[config.mk]
export PLATFORM = sky130hd
export DESIGN_NAME = rf_write_scheduler_flat
export DESIGN_NICKNAME = d
export VERILOG_FILES = /design/src/rtl/rf_write_scheduler_if.sv /design/src/rtl/rf_write_scheduler.sv /design/src/flat_wrapper.sv
export SDC_FILE = /design/constraint.sdc
export NUM_CORES = 1
export LEC_CHECK = 0
export BUFFER_PORTS_ARGS = -buffer_cell sky130_fd_sc_hd__clkbuf_2
export CORE_UTILIZATION = 45
export CTS_CLUSTER_DIAMETER = 50
export DETAILED_ROUTE_END_ITERATION = 10
export PLACE_DENSITY = 0.84
export SYNTH_ARGS = -nofsm -noshare
export SYNTH_HDL_FRONTEND = slang
export SYNTH_SLANG_ARGS = --single-unit
[constraint.sdc]
create_clock -name clk -period 2.7 [get_ports clk]
set_input_delay 0.27 -clock clk [delete_from_list [all_inputs] [get_ports clk]]
set_output_delay 0.27 -clock clk [all_outputs]
set_load 0.03 [all_outputs]
[src/rtl/rf_write_scheduler_if.sv]
// Writeback/issue bus between the execute/memory stages, decode, and the
// register-file write scheduler.
interface rf_write_scheduler_if #(
    parameter int XLEN = 32,
    parameter int NREG = 32,
    parameter int AW   = 5
);
    logic            alu_valid;
    logic [AW-1:0]   alu_rd;
    logic [XLEN-1:0] alu_wd;
    logic            alu_ready;
    logic            mem_valid;
    logic [AW-1:0]   mem_rd;
    logic [XLEN-1:0] mem_wd;
    logic            mem_ready;
    logic            issue_valid;
    logic [AW-1:0]   issue_rs1;
    logic [AW-1:0]   issue_rs2;
    logic [AW-1:0]   issue_rd;
    logic            issue_has_rd;
    logic            issue_is_load;
    logic            issue_stall;
    logic            rf_we;
    logic [AW-1:0]   rf_rd;
    logic [XLEN-1:0] rf_wd;
    logic [NREG-1:0] pending;
    logic            err_orphan;

    modport master (
        output alu_valid, alu_rd, alu_wd,
        output mem_valid, mem_rd, mem_wd,
        output issue_valid, issue_rs1, issue_rs2, issue_rd, issue_has_rd, issue_is_load,
        input  alu_ready, mem_ready, issue_stall,
        input  rf_we, rf_rd, rf_wd, pending, err_orphan
    );

    modport slave (
        input  alu_valid, alu_rd, alu_wd,
        input  mem_valid, mem_rd, mem_wd,
        input  issue_valid, issue_rs1, issue_rs2, issue_rd, issue_has_rd, issue_is_load,
        output alu_ready, mem_ready, issue_stall,
        output rf_we, rf_rd, rf_wd, pending, err_orphan
    );
endinterface

[src/rtl/rf_write_scheduler.sv]
// Arbitrates the single register-file write port between ALU and load unit,
// and keeps a pending-load scoreboard that stalls decode on RAW/WAW hazards.
module rf_write_scheduler #(
    parameter int XLEN = 32,
    parameter int NREG = 32,
    parameter int AW   = 5
) (
    input logic               clk,
    input logic               rst_n,
    rf_write_scheduler_if.slave bus
);
    logic            last_grant_q, last_grant_d;   // 1 = load unit
    logic            rf_we_q, rf_we_d;
    logic [AW-1:0]   rf_rd_q, rf_rd_d;
    logic [XLEN-1:0] rf_wd_q, rf_wd_d;
    logic            rf_src_q, rf_src_d;           // 1 = write came from load unit
    logic [NREG-1:0] pending_q, pending_d;
    logic            err_orphan_q, err_orphan_d;

    logic conflict;
    logic alu_gnt;
    logic mem_gnt;
    logic stall;

    assign conflict = bus.alu_valid & bus.mem_valid;
    assign alu_gnt  = bus.alu_valid & (~bus.mem_valid | last_grant_q);
    assign mem_gnt  = bus.mem_valid & (~bus.alu_valid | ~last_grant_q);

    assign stall = bus.issue_valid &
                   (pending_q[bus.issue_rs1] | pending_q[bus.issue_rs2] |
                    (bus.issue_has_rd & pending_q[bus.issue_rd]));

    always_comb begin
        last_grant_d = last_grant_q;
        rf_we_d      = 1'b0;
        rf_rd_d      = rf_rd_q;
        rf_wd_d      = rf_wd_q;
        rf_src_d     = rf_src_q;
        pending_d    = pending_q;
        err_orphan_d = err_orphan_q;

        if (conflict) begin
            last_grant_d = mem_gnt;
        end

        if (alu_gnt) begin
            rf_we_d  = (bus.alu_rd != '0);
            rf_rd_d  = bus.alu_rd;
            rf_wd_d  = bus.alu_wd;
            rf_src_d = 1'b0;
        end else if (mem_gnt) begin
            rf_we_d  = (bus.mem_rd != '0);
            rf_rd_d  = bus.mem_rd;
            rf_wd_d  = bus.mem_wd;
            rf_src_d = 1'b1;
        end

        if (mem_gnt && (bus.mem_rd != '0) && !pending_q[bus.mem_rd]) begin
            err_orphan_d = 1'b1;
        end

        // Clear first so a same-cycle set on the same register wins.
        if (rf_we_q && rf_src_q) begin
            pending_d[rf_rd_q] = 1'b0;
        end
        if (bus.issue_valid && !stall && bus.issue_is_load && bus.issue_has_rd &&
            (bus.issue_rd != '0)) begin
            pending_d[bus.issue_rd] = 1'b1;
        end
        pending_d[0] = 1'b0;
    end

    always_ff @(posedge clk or negedge rst_n) begin
        if (!rst_n) begin
            last_grant_q <= 1'b1;
            rf_we_q      <= 1'b0;
            rf_rd_q      <= '0;
            rf_wd_q      <= '0;
            rf_src_q     <= 1'b0;
            pending_q    <= '0;
            err_orphan_q <= 1'b0;
        end else begin
            last_grant_q <= last_grant_d;
            rf_we_q      <= rf_we_d;
            rf_rd_q      <= rf_rd_d;
            rf_wd_q      <= rf_wd_d;
            rf_src_q     <= rf_src_d;
            pending_q    <= pending_d;
            err_orphan_q <= err_orphan_d;
        end
    end

    assign bus.alu_ready   = alu_gnt;
    assign bus.mem_ready   = mem_gnt;
    assign bus.issue_stall = stall;
    assign bus.rf_we       = rf_we_q;
    assign bus.rf_rd       = rf_rd_q;
    assign bus.rf_wd       = rf_wd_q;
    assign bus.pending     = pending_q;
    assign bus.err_orphan  = err_orphan_q;
endmodule

[src/flat_wrapper.sv]
// flat-port wrapper written by rule: the top's interface ports become plain ports
module rf_write_scheduler_flat 
#(
    parameter int XLEN = 32,
    parameter int NREG = 32,
    parameter int AW   = 5
)
  (clk, rst_n, bus_alu_valid, bus_alu_rd, bus_alu_wd, bus_mem_valid, bus_mem_rd, bus_mem_wd, bus_issue_valid, bus_issue_rs1, bus_issue_rs2, bus_issue_rd, bus_issue_has_rd, bus_issue_is_load, bus_alu_ready, bus_mem_ready, bus_issue_stall, bus_rf_we, bus_rf_rd, bus_rf_wd, bus_pending, bus_err_orphan);
  rf_write_scheduler_if #(.XLEN(XLEN), .NREG(NREG), .AW(AW)) bus_i ();
  input logic clk;
  input logic rst_n;
  input wire logic [$bits(bus_i.alu_valid)-1:0] bus_alu_valid;
  input wire logic [$bits(bus_i.alu_rd)-1:0] bus_alu_rd;
  input wire logic [$bits(bus_i.alu_wd)-1:0] bus_alu_wd;
  input wire logic [$bits(bus_i.mem_valid)-1:0] bus_mem_valid;
  input wire logic [$bits(bus_i.mem_rd)-1:0] bus_mem_rd;
  input wire logic [$bits(bus_i.mem_wd)-1:0] bus_mem_wd;
  input wire logic [$bits(bus_i.issue_valid)-1:0] bus_issue_valid;
  input wire logic [$bits(bus_i.issue_rs1)-1:0] bus_issue_rs1;
  input wire logic [$bits(bus_i.issue_rs2)-1:0] bus_issue_rs2;
  input wire logic [$bits(bus_i.issue_rd)-1:0] bus_issue_rd;
  input wire logic [$bits(bus_i.issue_has_rd)-1:0] bus_issue_has_rd;
  input wire logic [$bits(bus_i.issue_is_load)-1:0] bus_issue_is_load;
  output wire logic [$bits(bus_i.alu_ready)-1:0] bus_alu_ready;
  output wire logic [$bits(bus_i.mem_ready)-1:0] bus_mem_ready;
  output wire logic [$bits(bus_i.issue_stall)-1:0] bus_issue_stall;
  output wire logic [$bits(bus_i.rf_we)-1:0] bus_rf_we;
  output wire logic [$bits(bus_i.rf_rd)-1:0] bus_rf_rd;
  output wire logic [$bits(bus_i.rf_wd)-1:0] bus_rf_wd;
  output wire logic [$bits(bus_i.pending)-1:0] bus_pending;
  output wire logic [$bits(bus_i.err_orphan)-1:0] bus_err_orphan;
  assign bus_i.alu_valid = bus_alu_valid;
  assign bus_i.alu_rd = bus_alu_rd;
  assign bus_i.alu_wd = bus_alu_wd;
  assign bus_i.mem_valid = bus_mem_valid;
  assign bus_i.mem_rd = bus_mem_rd;
  assign bus_i.mem_wd = bus_mem_wd;
  assign bus_i.issue_valid = bus_issue_valid;
  assign bus_i.issue_rs1 = bus_issue_rs1;
  assign bus_i.issue_rs2 = bus_issue_rs2;
  assign bus_i.issue_rd = bus_issue_rd;
  assign bus_i.issue_has_rd = bus_issue_has_rd;
  assign bus_i.issue_is_load = bus_issue_is_load;
  assign bus_alu_ready = bus_i.alu_ready;
  assign bus_mem_ready = bus_i.mem_ready;
  assign bus_issue_stall = bus_i.issue_stall;
  assign bus_rf_we = bus_i.rf_we;
  assign bus_rf_rd = bus_i.rf_rd;
  assign bus_rf_wd = bus_i.rf_wd;
  assign bus_pending = bus_i.pending;
  assign bus_err_orphan = bus_i.err_orphan;
  rf_write_scheduler #(.XLEN(XLEN), .NREG(NREG), .AW(AW)) u_core (.clk(clk), .rst_n(rst_n), .bus(bus_i));
endmodule
Yosys cells after proc, flatten, opt, wreduce, memory -nomap -nowiden
Cells that the tools add are included.
Word-level totals
  logic and storage cells: 66
  register bits after elaboration: 72
  input port bits: 96
  output and inout bits: 74
Operators by class
  mux-type cells: 22
  $lt $le $gt $ge: 7
  bitwise logic cells: 15
  reduce and logical (&&, ||, !) cells: 15
Operators with widths (number)
  32-bit 2-to-1 mux: 4
  32-bit bitwise AND: 1
  32-bit inverter: 1
  32-bit OR: 1
  5-bit by 6-bit < comparator with 1-bit output (second input constant): 5
  1-bit binary-select mux with 5-bit select: 4
  5-bit nonzero test: 3
  1-bit demux with 5-bit select: 2
  5-bit by 1-bit >= comparator with 1-bit output (second input constant): 2
  1-bit 2-to-1 mux: 10
  5-bit 2-to-1 mux: 2
  1-bit logical AND: 9
  1-bit bitwise AND: 5
  1-bit OR: 4
  1-bit inverter: 3
  1-bit zero test: 2
  2-bit nonzero test: 1

Logic depth before layout (Yosys ltp)
Gate-level depths: netlist of the first run.
  depth after elaboration: 11
  depth in mapped cells: 8
  mapped depth without buffers: 5

Least setup slack after synthesis of the first run
OpenSTA, ideal clock, no wires.
  kind: reg-to-output
  start point: register u_core.pending_q[28], in the netlist u_core.bus.pending[28]
  end point: output port bus_issue_stall
  stages on the path, launching flop included: 7
  path buffers: 1
  path slack: 0.346 ns
  required time: 2.430 ns
  arrival: 2.084 ns
  cells stage by stage: dfrtp_1 mux4_2 o22ai_1 o221ai_1 a211o_1 buf_2 o21a_1
On the way
  longest elaborated chain between the ends: 5
  elaborated cells between the ends (all ways): 10
  classes of those cells: mux (6); bitwise (4)
Ends and longest elaborated chain
  start: declaration: line rf_write_scheduler.sv:17  | logic [NREG-1:0] pending_q, pending_d;
  start signal: assignment: line rf_write_scheduler.sv:88  | pending_q <= pending_d;
  1-bit binary-select mux with 5-bit select (on tied branches): line rf_write_scheduler.sv:30, rf_write_scheduler.sv:31
  1-bit 2-to-1 mux (on tied branches): line rf_write_scheduler.sv:30, rf_write_scheduler.sv:31
  1-bit OR or 1-bit bitwise AND (tied branches): line rf_write_scheduler.sv:30, rf_write_scheduler.sv:31
  1-bit OR (*): line rf_write_scheduler.sv:30  | (pending_q[bus.issue_rs1] | pending_q[bus.issue_rs2] |
  1-bit bitwise AND (*): line rf_write_scheduler.sv:29  | assign stall = bus.issue_valid &
  end: declaration: line flat_wrapper.sv:26  | output wire logic [$bits(bus_i.issue_stall)-1:0] bus_issue_stall;
Every way passes the cells marked *; elsewhere a longest branch is shown, timed or not. The select of a mux whose other input is x is not followed.

Worst setup path after layout of the first run
  start point: register u_core.pending_q[9], in the netlist u_core.bus.pending[9]
  end point: output port bus_issue_stall
The elaborated chain is that of the path after synthesis.

==> results of run 1 <==
area by class of cell:
cell class	count	area, µm²
fillers	790	3700
multi-input cells	316	2410
flip-flops and latches	72	1810
repair buffers	197	1070
well taps	129	161
clock buffers	10	138
clock inverters	6	72.6
inverters	15	56.3
report_power, final:
group,internal [µW],total (µW),switching [µW]
Combinational,1170,2960,1790
Clock,465,910,445
Sequential,1440,1890,449
cells in the final DEF, fill, tap and decap left out, types with 3 or more instances in the layout:
| cell type | count |
|---|---|
| buf_4 | 29 |
| clkbuf_2 | 167 |
| clkbuf_8 | 10 |
| dfrtp_1 | 67 |
| dfrtp_2 | 4 |
| inv_1 | 15 |
| inv_6 | 4 |
| mux2i_1 | 25 |
| mux4_2 | 24 |
| nand2_1 | 22 |
| nand2b_1 | 4 |
| nand3_1 | 7 |
| nand3b_1 | 7 |
| nand4_1 | 3 |
| nor2_1 | 78 |
| o21ai_0 | 33 |
| o221a_2 | 3 |
| o221ai_1 | 3 |
| o22ai_1 | 41 |
| o31ai_1 | 16 |
| o41ai_2 | 14 |
routing by layer:
metal | GRT usage | share of wire | vias up
li1 | - | - | 2002
met5 | 0 | 0 | -
met4 | 0.103 | 0.024 | 0
met3 | 0.0607 | 0.11 | 35
met1 | 0.395 | 0.39 | 2168
met2 | 0.502 | 0.48 | 338
worst min-delay path by stage:
stage	endpoint	cells past startpoint	from
6_report	u_core.bus.pending[4]	1	rst_n
5_1_grt	u_core.bus.rf_wd[5]	1	rst_n
4_1_cts	u_core.bus.pending[4]	1	rst_n
3_5_place_dp	u_core.bus.pending[4]	1	rst_n
3_3_place_gp	u_core.bus.pending[4]	1	rst_n
2_1_floorplan	u_core.bus.err_orphan	0	rst_n
through the flow:
| step | instance area (µm²) | total power [µW] | hold WS (ns) |
|---|---|---|---|
| global route | 5720 | 6020 | 0.131 |
| finish | 5720 | 5760 | 0.0489 |
| global placement | 5470 | 4680 | 0.445 |
| CTS | 5690 | 5680 | 0.0770 |
| floorplan | 4450 | 3640 | -0.0256 |
| detailed placement | 5470 | 4750 | 0.456 |
critical path, cell delays in order, from the launching register on:
cell      delay [ns]
dfrtp_1         0.47
mux4_2          0.49
mux2i_1         0.15
o221ai_1        0.15
a211o_2         0.40
o21a_1          0.19
clkbuf_2        0.18
cells by family (layout without fill, tap and decap cells):
kind of cell              Yosys count  in the layout  share of synthesized area
and+or+nand+nor                   139            139                      0.142
AOI/OAI and AO/OA                 123            123                      0.210
DFF                                72             72                      0.405
buffers and inverters              53            228                     0.0553
muxes                              52             52                      0.185
other                               1              1                   0.000842
xor gates and xnor gates            1              1                    0.00197
flip-flops by register name (all words and copies together), names as in the netlist:
register / count
u_core.bus.rf_wd: 32
u_core.bus.pending: 31
u_core.bus.rf_rd: 5
u_core.bus.err_orphan: 1
u_core.bus.rf_we: 1
u_core.last_grant_q: 1
u_core.rf_src_q: 1
what timing repair did:
item,4_1_cts,5_1_grt
setup endpoints to repair,1,1
setup buffers,1,4
pin swaps,1,0
gates resized for setup,2,3
==> out/results.txt, run 1 <==
Reg2Reg Depth: 7
CP arrival: 2.37 ns
Setup CP Type: reg2out
Min-Delay Path Class: in2async
Worst Setup SP: u_core.bus.pending[9]
share of cells above drive strength 1: 0.437
Placed Instances: 724
RSZ-0062 raised after global routing: no
clk slew on worst S/H paths: 0.08 ns
Skew-Pair Late Insertion Delay: 0.35 ns
syn_area_per_cell: 10.1 µm²
Setup WS post-layout: 0.0592 ns
initial core utilization: 0.473
final setup violation count: 0
clk sinks: 72
minimum clock period after layout: 2.64 ns
area added between synthesis and finish: 28.4%
CP Data Required Time: 2.43 ns
Yosys cell types: 50
setup_tns: 0 ns
largest net degree at the start of global routing: 73
Post-CTS Hold Buffers: 0
fraction of registers with async set/reset: 1.00
worst-path fanout max: 6
DIE AREA: 10,300 µm²
Port Buffer Count: 168
drt first-iter violations: 408
Avg WL per Cell: 20.0 µm
Ys Warns: 0
post-route clock period utilization: 0.978
Max H-tree Level: 3
post-route non-filler standard cell count: 745
nets@finish: 707
cell taking the most area after synthesis: dfrtp_1
EDFF count, synth: 0
grt ovf: 0
Via Count: 4,543
row count: 35
CTS tree: yes
flop2flop setup slack: 0.16 ns
share of the yosys chip area belonging to registers: 0.405
Worst R2R End: u_core.bus.pending[4]
hpwl dp: 11,200 µm
fmax: 379 MHz
DRC viols: 0
CP Launch Type: flop
Max-slew headroom: 0.389
CP Capture Type: output pin
Syn Nets: 537
I/O pin cnt: 170
Die Height: 101 µm
Main synth FF type: dfrtp_1
outcome: finished clean
Synth area leaders: dfrtp_1 40%, mux4_2 12%, nor2_1 6.6%
final core occ: 0.607
top cell type's share of synthesized area: 0.399
R2R Path Start: u_core.bus.pending[9]
CTS Buffer Depth: 2
clock skew: 0.0102 ns
count leader, synth: nor2_1
Yosys reg bits: 72
total global-route track usage: 0.302
gpl congestion: 0.972
Place WS: 0.189 ns
TritonCTS buffer count: 9
die width: 101 µm
Max rail drop VDD: 501 µV
final hold vios: 0
Root Buffer: clkbuf_8
Leak: 0.00255 µW
number of global-route vias before repair: 4,487
most frequent cells after synthesis: 78 x nor2_1, 71 x dfrtp_1, 41 x o22ai_1
worst setup path end: bus_issue_stall
Netlist Area Pre-Place: 4450 µm²
Cell Pwr Density: 1010 nW/µm²
first drt pass iteration count: 7
Post-Synthesis Cells: 441
Core ar.: 9420 µm²
diode count: 0
Final Slew Violations: 0
Maximum Capacitance Violations: 0
Worst-Margin Slew: 0.916 ns
post-route antenna net violation count: 0
antenna violations before repair: 0
Post-Route WL: 14,900 µm
routed vias/inst: 6.10
first-pass GRT wire length: 23,300 µm
Note: power is estimated with default switching activity, not from simulation.
==> inputs of run 2 (changes only) <==
Settings changed: ABC_AREA set to 1, PLACE_DENSITY 0.84 to 0.83.
==> out/results.txt, run 2 <==
outcome: finished clean
DIE AREA: 11,400 µm² (+11%)
CP cell instances: nand2_1, nand3_1, nand3_1, nand2_1, nand2_1, nand3_1, nand2_1, nand2_2, o21ai_0, inv_1, clkbuf_2
Max-slew headroom: 0.549 (+0.160)
share of the yosys chip area belonging to registers: 0.366 (-0.0392)
Skew-Pair Late Insertion Delay: 0.36 ns (about the same)
count leader, synth: nand2_1
delay-heaviest family, CP: simple AND/OR/NAND/NOR gates
Maximum Capacitance Violations: 0 (unchanged)
grt ovf: 0 (unchanged)
mux cell area share after synthesis: 0 (-0.185)
Post-Synthesis Cells: 739 (+68%)
clk slew on worst S/H paths: 0.08 ns (about the same)
Leak: 0.00309 µW (+21%)
EDFF count, synth: 0 (unchanged)
Avg WL per Cell: 16.0 µm (-20%)
Setup WS post-layout: 0.445 ns (+0.386 ns)
xor/xnor share of the synthesized area: 0 (-0.00197)
number of global-route vias before repair: 5,282 (+18%)
antenna violations before repair: 0 (unchanged)
Yosys cell types: 27 (-46%)
minimum clock period after layout: 2.25 ns (-0.386 ns)
most frequent cells in the layout: 205 x nand2_1, 167 x clkbuf_2, 103 x nor2_1
placed inst area: 5780 µm² (+5.8%)
most frequent cells after synthesis: 205 x nand2_1, 104 x nor2_1, 90 x nand3_1
Post-Route WL: 16,500 µm (+11%)
syn_area_per_cell: 6.67 µm² (-34%)
Die Height: 107 µm (+5.1%)
share of cells above drive strength 1: 0.243 (-0.194)
post-route clock period utilization: 0.835 (-0.143)
Compound-Gate Fraction of Synth Area: 0.152 (-0.0576)
total power: 5130 µW (-11%)
Port Buffer Count: 168 (unchanged)
Final Slew Violations: 0 (unchanged)
Adder-Cell Fraction of Synth Area: 0 (unchanged)
design area: 6000 µm² (+4.9%)
post-route antenna net violation count: 0 (unchanged)
total global-route track usage: 0.305 (+0.00280)
Simple-Gate Fraction of Synth Area: 0.375 (+0.232)
clk sinks: 72 (unchanged)
area added between synthesis and finish: 21.6%
worst-path fanout max: 6 (unchanged)
first drt pass iteration count: 5 (-2)
Root Buffer: clkbuf_8
Netlist Area Pre-Place: 4930 µm² (+11%)
row count: 37 (+5.7%)
Place WS: 0.608 ns (+0.419 ns)
largest family of logic cells by synthesized area: simple AND/OR/NAND/NOR gates
clock skew: 0.0103 ns (+0.000139 ns)
Max rail drop VDD: 545 µV (+9.0%)
initial core utilization: 0.471 (-0.00167)
CTS tree: yes
gpl congestion: 0.982 (+1.0%)
die width: 107 µm (+5.1%)
Core ar.: 10,500 µm² (+11%)
final setup violation count: 0 (unchanged)
Max H-tree Level: 3 (unchanged)
cell taking the most area after synthesis: dfrtp_1
setup_tns: 0 ns (unchanged)
Ys Warns: 0 (unchanged)
Synth area leaders: dfrtp_1 36%, nand2_1 16%, nand3_1 9.1%
fmax: 444 MHz (+17%)
Cell Pwr Density: 856 nW/µm² (-15%)
flop2flop setup slack: 0.86 ns (+0.70 ns)
CTS Buffer Depth: 2 (unchanged)
top cell type's share of synthesized area: 0.360 (-0.0387)
Min-Delay Path Class: in2reg
Main synth FF type: dfrtp_1
TritonCTS buffer count: 9 (unchanged)
CP Data Required Time: 2.43 ns (about the same)
Setup CP Type: reg2out
final hold vios: 0 (unchanged)
CP arrival: 1.98 ns (-0.39 ns)
largest net degree at the start of global routing: 44 (-40%)
Worst-Margin Slew: 0.676 ns (-0.241 ns)
nets@finish: 984 (+39%)
Placed Instances: 1,012 (+40%)
Yosys reg bits: 72 (unchanged)
post-route non-filler standard cell count: 1,029 (+38%)
drt first-iter violations: 530 (+30%)
most used cell along the critical path: nand2_1
max incr delay on CP: 0.51 ns (+0.02 ns)
Buf/Inv on CP: 2 (+1)
Via Count: 5,608 (+23%)
DRC viols: 0 (unchanged)
routed vias/inst: 5.45 (-11%)
Syn Nets: 835 (+55%)
I/O pin cnt: 170 (unchanged)
hpwl dp: 12,300 µm (+10%)
first-pass GRT wire length: 26,500 µm (+14%)
number of flip-flops in the largest register: 32 (unchanged)
fraction of registers with async set/reset: 1.00 (unchanged)
RSZ-0062 raised after global routing: no
commonest non-fill, non-tap cell in the layout: nand2_1
CP Capture Type: output pin
Crit-path slowest cell: dfrtp_1
diode count: 0 (unchanged)
CP Launch Type: flop
-- run 2: routing by layer --
metal | track usage | up-vias | routed length, µm
li1 | - | 2707 | -
met1 | 0.389 | 2513 | 6370
met2 | 0.473 | 338 | 7340
met3 | 0.0845 | 50 | 2010
met4 | 0.154 | 0 | 797
met5 | 0 | - | 0
-- run 2: cell families after synthesis --
group / Yosys count
AOI/OAI and AO/OA: 127
buffers and inverters: 112
DFF: 72
other: 1
and+or+nand+nor: 427
-- run 2: worst paths after layout --
kind / start / to / depth (start not counted)
max: u_core.bus.pending[24] / bus_issue_stall / 11
min: bus_mem_wd[30] / u_core.bus.rf_wd[30] / 3
max reg2reg: u_core.bus.pending[24] / u_core.bus.pending[21] / 12
min reg2reg: u_core.bus.err_orphan / u_core.bus.err_orphan / 1
max in group asynchronous: rst_n / u_core.bus.pending[26] / 3
min in group asynchronous: rst_n / u_core.bus.rf_wd[15] / 2
-- run 2: through the flow --
step / utilization / hold WS [ns]
after CTS: 0.573 / 0.166
after global routing: 0.573 / 0.180
after detailed placement: 0.552 / 0.347
after global placement: 0.552 / 0.346
final: 0.573 / 0.176
after floorplan: - / -0.0256
-- run 2: where the power goes --
| group | switching (µW) | total (µW) | leakage (µW) | internal, µW |
|---|---|---|---|---|
| registers | 619 | 2010 | 0.000830 | 1390 |
| clock network | 427 | 882 | 0.000102 | 455 |
| logic | 1590 | 2250 | 0.00216 | 660 |
-- run 2: what timing repair did --
| item | CTS | global route |
|---|---|---|
| hold endpoints to repair | 28 | 0 |
| hold buffers | 1 | 0 |
| gates resized for setup | 0 | 0 |
| buffers inserted | 0 | 0 |
-- run 2: final cells by class --
cell class,instances,area (µm²)
Fill cell,1042,4470
Multi-Input combinational cell,555,2610
Sequential cell,72,1800
Timing Repair Buffer,175,921
Inverter,75,284
Tap cell,136,170
Clock buffer,10,138
Clock inverter,6,68.8
-- run 2: tightest hold or removal path: cells and delay by family --
family / cells / cell delay, ns
simple gates: 1 / 0.09
compound gates: 1 / 0.07
buf+inv: 1 / 0.08
==> inputs of run 3 (changes only) <==
Settings changed: PLACE_DENSITY 0.83 to 0.86.
Clock period 2.7 ns to 2 ns, I/O delays scaled along.
==> out/results.txt, run 3 (synthesis gave the netlist of run 2 again) <==
outcome: finished clean
most frequent cells in the layout: 204 x nand2_1, 166 x clkbuf_2, 102 x nor2_1
commonest non-fill, non-tap cell in the layout: nand2_1
RSZ-0062 raised after global routing: yes
Cell Pwr Density: 1220 nW/µm² (+42%)
P_int: 4020 µW (+61%)
routed vias/inst: 5.51 (+1.2%)
placed inst area: 5940 µm² (+2.8%)
Port Buffer Count: 168 (unchanged)
CTS Buffer Depth: 2 (unchanged)
final setup violation count: 0 (unchanged)
Clk pwr share: 0.181 (+0.009)
area added between synthesis and finish: 29.6%
max incr delay on CP: 0.39 ns (-0.12 ns)
setup_tns: 0 ns (unchanged)
DRC viols: 0 (unchanged)
Max rail drop VDD: 837 µV (+53%)
TritonCTS buffer count: 9 (unchanged)
CTS tree: yes
delay-heaviest family, CP: simple AND/OR/NAND/NOR gates
row count: 37 (unchanged)
number of global-route vias before repair: 5,409 (+2.4%)
CP cell instances: inv_1, nand2_1, nand3_1, nand3_1, nand3_1, nand3_1, nand2_1, nand2_2, o21ai_2, inv_1, buf_6
Hold Startpoint: bus_alu_rd[3]
Reg2Reg Depth: 13 (+1)
Sequential Power Share: 0.342 (-0.049)
CP Launch Type: flop
clock skew: 0.0123 ns (+0.00197 ns)
nets@finish: 1,018 (+3.5%)
DIE AREA: 11,400 µm² (unchanged)
WHS Path Cells: 3 (unchanged)
I/O pin cnt: 170 (unchanged)
share of cells above drive strength 1: 0.315 (+0.0723)
Avg WL per Cell: 16.5 µm (+2.9%)
first-pass GRT wire length: 27,100 µm (+2.1%)
most used cell along the critical path: nand3_1
worst-path fanout max: 3 (-3)
Setup CP Type: reg2out
Via Count: 5,855 (+4.4%)
Net Sw Power: 3740 µW (+42%)
grt ovf: 0 (unchanged)
Core ar.: 10,500 µm² (unchanged)
Hold WS: 0.113 ns (-0.0630 ns)
Post-Route WL: 17,500 µm (+6.2%)
first drt pass iteration count: 5 (unchanged)
largest net degree at the start of global routing: 65 (+48%)
clk slew on worst S/H paths: 0.07 ns (about the same)
final hold vios: 0 (unchanged)
Die Height: 107 µm (unchanged)
clk sinks: 72 (unchanged)
Buf/Inv on CP: 3 (+1)
final core occ: 0.611 (+0.0376)
hpwl dp: 12,800 µm (+3.8%)
fmax: 509 MHz
Crit-path slowest cell: dfrtp_1
gpl congestion: 0.989 (+0.73%)
combinational power share: 0.477 (+0.039)
number of stages on the worst setup path: 11 (unchanged)
Final Slew Violations: 0 (unchanged)
Min-Delay Path Class: in2reg
Root Buffer: clkbuf_8
Leak: 0.00326 µW (+5.4%)
design area: 6390 µm² (+6.6%)
number of flip-flops in the largest register: 32 (unchanged)
post-route antenna net violation count: 0 (unchanged)
total global-route track usage: 0.312 (+0.00775)
diode count: 0 (unchanged)
initial core utilization: 0.471 (unchanged)
drt first-iter violations: 615 (+16%)
Maximum Capacitance Violations: 0 (unchanged)
Worst Setup SP: u_core.bus.pending[5]
CP Capture Type: output pin
R2R Path Start: u_core.bus.pending[5]
die width: 107 µm (unchanged)
Max H-tree Level: 3 (unchanged)
minimum clock period after layout: 1.96 ns
Skew-Pair Late Insertion Delay: 0.35 ns (about the same)
CP arrival: 1.76 ns (-0.22 ns)
switch share: 0.482 (-0.0311)
post-route clock period utilization: 0.981
CP Data Required Time: 1.80 ns (-0.63 ns)
antenna violations before repair: 0 (unchanged)
==> run 3: cell count changes in the layout (fill, tap and decap cells not counted), sizes merged <==
cell,previous run,this run
clkbuf,177,176
bufinv,1,3
clkinv,4,0
clkinvlp,1,2
buf,7,42
==> run 3: worst min-delay path, cell delays in order <==
cell and delay [ns]:
clkbuf_2 0.09, o41ai_1 0.09, nand2_1 0.05
==> run 3: cell type report <==
type | instances | area, µm²
inverter | 75 | 284
fill | 968 | 4070
tap | 136 | 170
multi-input combinational | 555 | 2640
clock inverter | 5 | 105
sequential | 72 | 1830
clock buffer | 10 | 138
timing repair buffer | 209 | 1220
==> run 3: power by group through the flow <==
stage / clock [µW] / combinational, µW / sequential (µW)
floorplan: 0 / 1280 / 3120
global placement: 0 / 3270 / 2560
detailed placement: 0 / 3300 / 2570
CTS: 1420 / 3480 / 2570
global route: 1500 / 3970 / 2680
finish: 1400 / 3710 / 2650
==> run 3: repair_timing <==
item	CTS	global route
pin swaps	2	8
hold buffers	1	0
endpoints found under the setup margin	1	1
gates resized for setup	27	25
setup buffers	10	6
hold endpoints to repair	34	0
==> run 3: final timing paths <==
kind | end | slack [ns]
worst min register to register | u_core.bus.err_orphan | 0.48
min in group asynchronous | u_core.bus.rf_wd[12] | 0.34
max in group asynchronous | u_core.bus.pending[30] | 1.07
worst min-delay path | u_core.bus.rf_we | 0.11
worst max register to register | u_core.bus.pending[24] | 0.17
worst max-delay path | bus_issue_stall | 0.04
==> run 3: through the flow <==
step / setup slack (ns) / instances / total power [µW]
final: 0.0373 / 1062 / 7760
after global routing: -0.0872 / 1062 / 8140
after CTS: 0.000302 / 1056 / 7470
after detailed placement: 0.117 / 1030 / 5870
after global placement: 0.146 / 1030 / 5830
after floorplan: 0.307 / 739 / 4410
==> run 3: metal layers <==
| metal | track usage | share of wire | routed length, µm |
|---|---|---|---|
| met3 | 0.0863 | 0.13 | 2280 |
| met4 | 0.159 | 0.039 | 678 |
| met1 | 0.385 | 0.38 | 6590 |
| met2 | 0.500 | 0.46 | 7990 |
| met5 | 0 | 0 | 0 |
